===== config.mk =====
export PLATFORM = sky130hd
export DESIGN_NAME = fakeram_arbiter_2x1
export DESIGN_NICKNAME = d
export VERILOG_FILES = /design/src/rtl/fakeram_arbiter_2x1.sv
export SDC_FILE = /design/constraint.sdc
export NUM_CORES = 1
export LEC_CHECK = 0
export ABC_AREA = 0
export BUFFER_PORTS_ARGS = -buffer_cell sky130_fd_sc_hd__clkbuf_2
export CORE_AREA = 2 2 316 318
export DETAILED_ROUTE_END_ITERATION = 8
export DIE_AREA = 0 0 318 320
export PLACE_DENSITY = 0.32
export SYNTH_ARGS = -nofsm -noshare
export SYNTH_HDL_FRONTEND = slang
export SYNTH_SLANG_ARGS = --single-unit

===== constraint.sdc =====
create_clock -name clk -period 1.4 [get_ports clk]
set_input_delay 0 -clock clk [delete_from_list [all_inputs] [get_ports clk]]
set_output_delay 0 -clock clk [all_outputs]
set_load 0.005 [all_outputs]

===== src/rtl/fakeram_arbiter_2x1.sv =====
// Two-port round-robin front end for one single-port fakeram with a registered read.
// Each port owns one response slot; read data returns two cycles after the grant.
module fakeram_arbiter_2x1 #(
  parameter int BITS       = 128,
  parameter int ADDR_WIDTH = 8
) (
  input  logic                  clk,
  input  logic                  reset,

  input  logic                  p0_req_valid,
  output logic                  p0_req_ready,
  input  logic                  p0_req_we,
  input  logic [ADDR_WIDTH-1:0] p0_req_addr,
  input  logic [BITS-1:0]       p0_req_wd,
  output logic                  p0_rsp_valid,
  input  logic                  p0_rsp_ready,
  output logic [BITS-1:0]       p0_rsp_data,

  input  logic                  p1_req_valid,
  output logic                  p1_req_ready,
  input  logic                  p1_req_we,
  input  logic [ADDR_WIDTH-1:0] p1_req_addr,
  input  logic [BITS-1:0]       p1_req_wd,
  output logic                  p1_rsp_valid,
  input  logic                  p1_rsp_ready,
  output logic [BITS-1:0]       p1_rsp_data,

  output logic                  ram_ce,
  output logic                  ram_we,
  output logic [ADDR_WIDTH-1:0] ram_addr,
  output logic [BITS-1:0]       ram_wd,
  input  logic [BITS-1:0]       ram_rd
);

  logic            ptr;
  logic [1:0]      vld_p1;
  logic [1:0]      vld_p2;
  logic [BITS-1:0] data0_p2;
  logic [BITS-1:0] data1_p2;

  logic            elig0;
  logic            elig1;
  logic            gnt0;
  logic            gnt1;

  // Stage 0: eligibility, round-robin grant and RAM command
  always_comb begin
    elig0 = p0_req_valid && (p0_req_we || (!vld_p2[0] && !vld_p1[0]));
    elig1 = p1_req_valid && (p1_req_we || (!vld_p2[1] && !vld_p1[1]));
    gnt0  = !reset && elig0 && (!elig1 || !ptr);
    gnt1  = !reset && elig1 && (!elig0 ||  ptr);
  end

  assign p0_req_ready = gnt0;
  assign p1_req_ready = gnt1;

  always_comb begin
    ram_ce   = 1'b0;
    ram_we   = 1'b0;
    ram_addr = '0;
    ram_wd   = '0;
    if (gnt0) begin
      ram_ce   = 1'b1;
      ram_we   = p0_req_we;
      ram_addr = p0_req_addr;
      ram_wd   = p0_req_wd;
    end else if (gnt1) begin
      ram_ce   = 1'b1;
      ram_we   = p1_req_we;
      ram_addr = p1_req_addr;
      ram_wd   = p1_req_wd;
    end
  end

  always_ff @(posedge clk) begin
    if (reset) begin
      ptr <= 1'b0;
    end else if (gnt0) begin
      ptr <= 1'b1;
    end else if (gnt1) begin
      ptr <= 1'b0;
    end
  end

  // Stage 1: read in flight, RAM is producing data this cycle
  always_ff @(posedge clk) begin
    if (reset) begin
      vld_p1 <= 2'b00;
    end else begin
      vld_p1 <= {gnt1 && !p1_req_we, gnt0 && !p0_req_we};
    end
  end

  // Stage 2: per-port response slot, held until the consumer takes it
  always_ff @(posedge clk) begin
    if (reset) begin
      vld_p2   <= 2'b00;
      data0_p2 <= '0;
      data1_p2 <= '0;
    end else begin
      if (vld_p1[0]) begin
        vld_p2[0] <= 1'b1;
        data0_p2  <= ram_rd;
      end else if (vld_p2[0] && p0_rsp_ready) begin
        vld_p2[0] <= 1'b0;
      end
      if (vld_p1[1]) begin
        vld_p2[1] <= 1'b1;
        data1_p2  <= ram_rd;
      end else if (vld_p2[1] && p1_rsp_ready) begin
        vld_p2[1] <= 1'b0;
      end
    end
  end

  assign p0_rsp_valid = vld_p2[0];
  assign p1_rsp_valid = vld_p2[1];
  assign p0_rsp_data  = data0_p2;
  assign p1_rsp_data  = data1_p2;

endmodule

==> impl_metrics.py <==
metrics = {
    "routing": {
        "dr_total_vias": 14010,
        "drt-initial-drc-count": 387,
        "firstDrtPassIters": 4,
        "routed_wl_mm": 75.20,
        "drt-wirelength-per-cell_um": 20.39,
        "postRouteAntennaNets": 0,
        "drc": 0,
        "via_per_inst": 3.800,
    },
    "cts": {
        "cts_buffer_depth": 3,
        "cts_max_level": 2,
        "cts_root_buf": "clkbuf_16",
        "clkTransAtPathRegs_ns": 0.05,
        "cts_buffers": 34,
        "cts.sinks": 261,
        "cts_tree": "yes",
        "clk_latency_ns": 0.55,
    },
    "synthesis": {
        "ys.flop_type": "dfxtp_1",
        "ys_ff_latch": 261,
        "synth_most_common_cell": "nand2b_1",
        "syn_area_sq_um": 13500,
        "synth_edf_count": 0,
        "postSynthAreaPerCell_sq_um": 10.04,
        "synth_cell_types": 24,
        "synth_top_area_share_pct": 38.72,
        "synth_area_leaders": "dfxtp_1, mux2i_1, o32ai_2",
        "synth_common_cells": "nand2b_1, dfxtp_1, nor2_1",
        "ys.warnings.count": 0,
        "ys_seq_area_share_pct": 38.72,
        "yosysTopAreaCell": "dfxtp_1",
        "synthArstFlopShare_pct": 0,
        "syn_inst": 1344,
        "synth_fp_nets": 1752,
    },
    "floorplanning": {
        "die_y_um": 320,
        "start_util_pct": 13.77,
        "rows": 115,
        "die_area_sq_um": 101800,
        "io-pin-count": 806,
        "core_area_sq_um": 97990,
        "dieWidth_um": 318,
    },
    "worst_setup_path": {
        "worst_setup_path_end_kind": "output pin",
        "cp_data_arrival_time_ns": 2.10,
        "cp.required_ns": 1.40,
        "critical_path_peak_fanout": 18,
        "worst_setup_path_start_kind": "flip-flop",
        "critPathKind": "flip-flop to output pin",
    },
    "finish": {
        "final_layout_size_suffix_gt1_share_pct": 49.96,
        "regArea_sq_um": 5234,
        "nFillCells": 10680,
        "syn_to_final_growth_pct": 80.53,
        "final_nets": 2779,
        "multi_input_area_sq_um": 8021,
        "stdcell_area_sq_um": 24360,
    },
    "placed_design": {
        "hpwl_mm": 56.02,
        "routabilityCongestion": 0.8547,
        "place_area_sq_um": 19510,
        "io_buffer_count": 805,
    },
    "power": {
        "leakage_nw": 10.34,
        "peakVddDrop_uv": 756.0,
        "p_per_area_nw_per_um2": 932.9,
        "power_mw": 22.73,
    },
    "sta": {
        "hold_viol": 0,
        "tightest_slew_ns": 0.3949,
        "fin_crit_sh_pct": 149.7,
        "min_period_ns": 2.095,
        "rsz0062_at_grt": "yes",
        "fin_ws_ns": -0.6953,
        "finalMaxSlewViolations": 0,
        "relSlewSlack_pct": 73.67,
        "finalSetupViolations": 161,
        "fmax_mhz": 477.3,
        "clock_skew_ns": 0.02460,
    },
    "global_routing": {
        "antenna_found_initial": 13,
        "overflow": 0,
        "grt_first_pass_wirelength_mm": 100.2,
        "grt_pass1_vias": 14610,
        "grt_usage_pct": 13.12,
        "grt_max_degree": 91,
    },
    "job": {
        "maxCapViolCount": 0,
    },
    "status": {
        "status": "finished with violations",
        "violations": "setup timing",
    },
    "min_path": {
        "hp-class": "primary input to flip-flop",
    },
}
## cell type report
| type | instances | share of cell area [%] |
|---|---|---|
| inverter | 2 | 0.03081 |
| timing repair buffer | 1126 | 33.77 |
| antenna | 5 | 0.05136 |
| clock inverter | 10 | 0.8371 |
| tap | 1287 | 6.609 |
| sequential | 261 | 21.48 |
| multi-input combinational | 946 | 32.92 |
| clock buffer | 51 | 4.293 |
## state kept, by name (all words and copies together) (netlist names)
name,flops
p0_rsp_data,128
vld_p1,2
ptr,1
p1_rsp_data,128
vld_p2,2
## stage by stage
step	hold slack, ns	TNS [ns]	utilization [%]	std cells	setup slack [ns]
after CTS	-0.1126	-102.45	23.20	3622	-0.7796
final	0.1235	-88.24	24.86	3688	-0.6953
after global placement	0.2241	-24.84	19.91	3411	-0.3604
after floorplan	0.07679	0	-	1344	0.09884
after detailed placement	0.2209	-28.72	19.91	3411	-0.3389
after global routing	0.09313	-109.36	24.86	3686	-0.7943
## layer usage
layer	vias to the layer above	track usage [%]	share of wire, %
met4	14	3.206	2.4
met2	543	24.09	51
li1	6732	-	-
met1	6633	13.76	38
met5	-	0	0.10
met3	91	5.490	8.7
## logic make-up (layout without fill, tap and decap cells)
logic type | count (synthesis) | in the layout | share of synthesized area, %
other | 0 | 5 | 0
muxes | 256 | 256 | 18.99
buffers and inverters | 137 | 1189 | 6.546
DFF | 261 | 261 | 38.72
AOI/OAI and AO/OA | 147 | 147 | 15.48
and+or+nand+nor | 543 | 543 | 20.27
## critical path, stage by stage, from the launching register on
cell      delay (ns)
dfxtp_4         0.36
o21ba_4         0.23
o211ai_4        0.23
buf_12          0.19
buf_12          0.13
buf_12          0.16
o32ai_2         0.12
clkbuf_2        0.14
## repair_timing
action | 4_1_cts | 5_1_grt
endpoints found under the hold margin | 261 | 1
buffers inserted | 12 | 34
resized for setup | 78 | 141
endpoints found under the setup margin | 252 | 307
cloned | 4 | 29
hold buffers | 134 | 1
pin swaps | 2 | 18
## worst paths after layout
path	startpoint	end	slack, ns	depth (start not counted)
setup / recovery	vld_p1[0]$_SDFF_PP0_	ram_wd[17]	-0.70	7
hold reg to reg	p0_rsp_data[15]$_SDFFE_PP0P_	p0_rsp_data[15]$_SDFFE_PP0P_	0.49	2
setup reg to reg	vld_p1[0]$_SDFF_PP0_	p0_rsp_data[70]$_SDFFE_PP0P_	-0.05	5
hold / removal	p0_req_valid	vld_p1[0]$_SDFF_PP0_	0.12	5
## layout by cell type (no fill, tap or decap), drive strengths merged, types with 135 or more instances in the layout
| cell | synthesis | layout |
|---|---|---|
| buf | 82 | 203 |
| mux2i | 256 | 256 |
| clkbuf | 53 | 839 |
| dfxtp | 261 | 261 |
| o32ai | 136 | 136 |
| nand2b | 273 | 273 |
| dlygate4sd3 | 0 | 135 |
| nor2 | 261 | 261 |
## power breakdown
part / leakage, nW / total (mW) / internal [mW] / switching (mW)
Combinational: 7.62 / 5.31 / 2.79 / 2.52
Clock: 0.609 / 9.62 / 6.11 / 3.51
Sequential: 2.12 / 7.80 / 7.67 / 0.135
No activity file was read; power rests on OpenSTA's default activity.
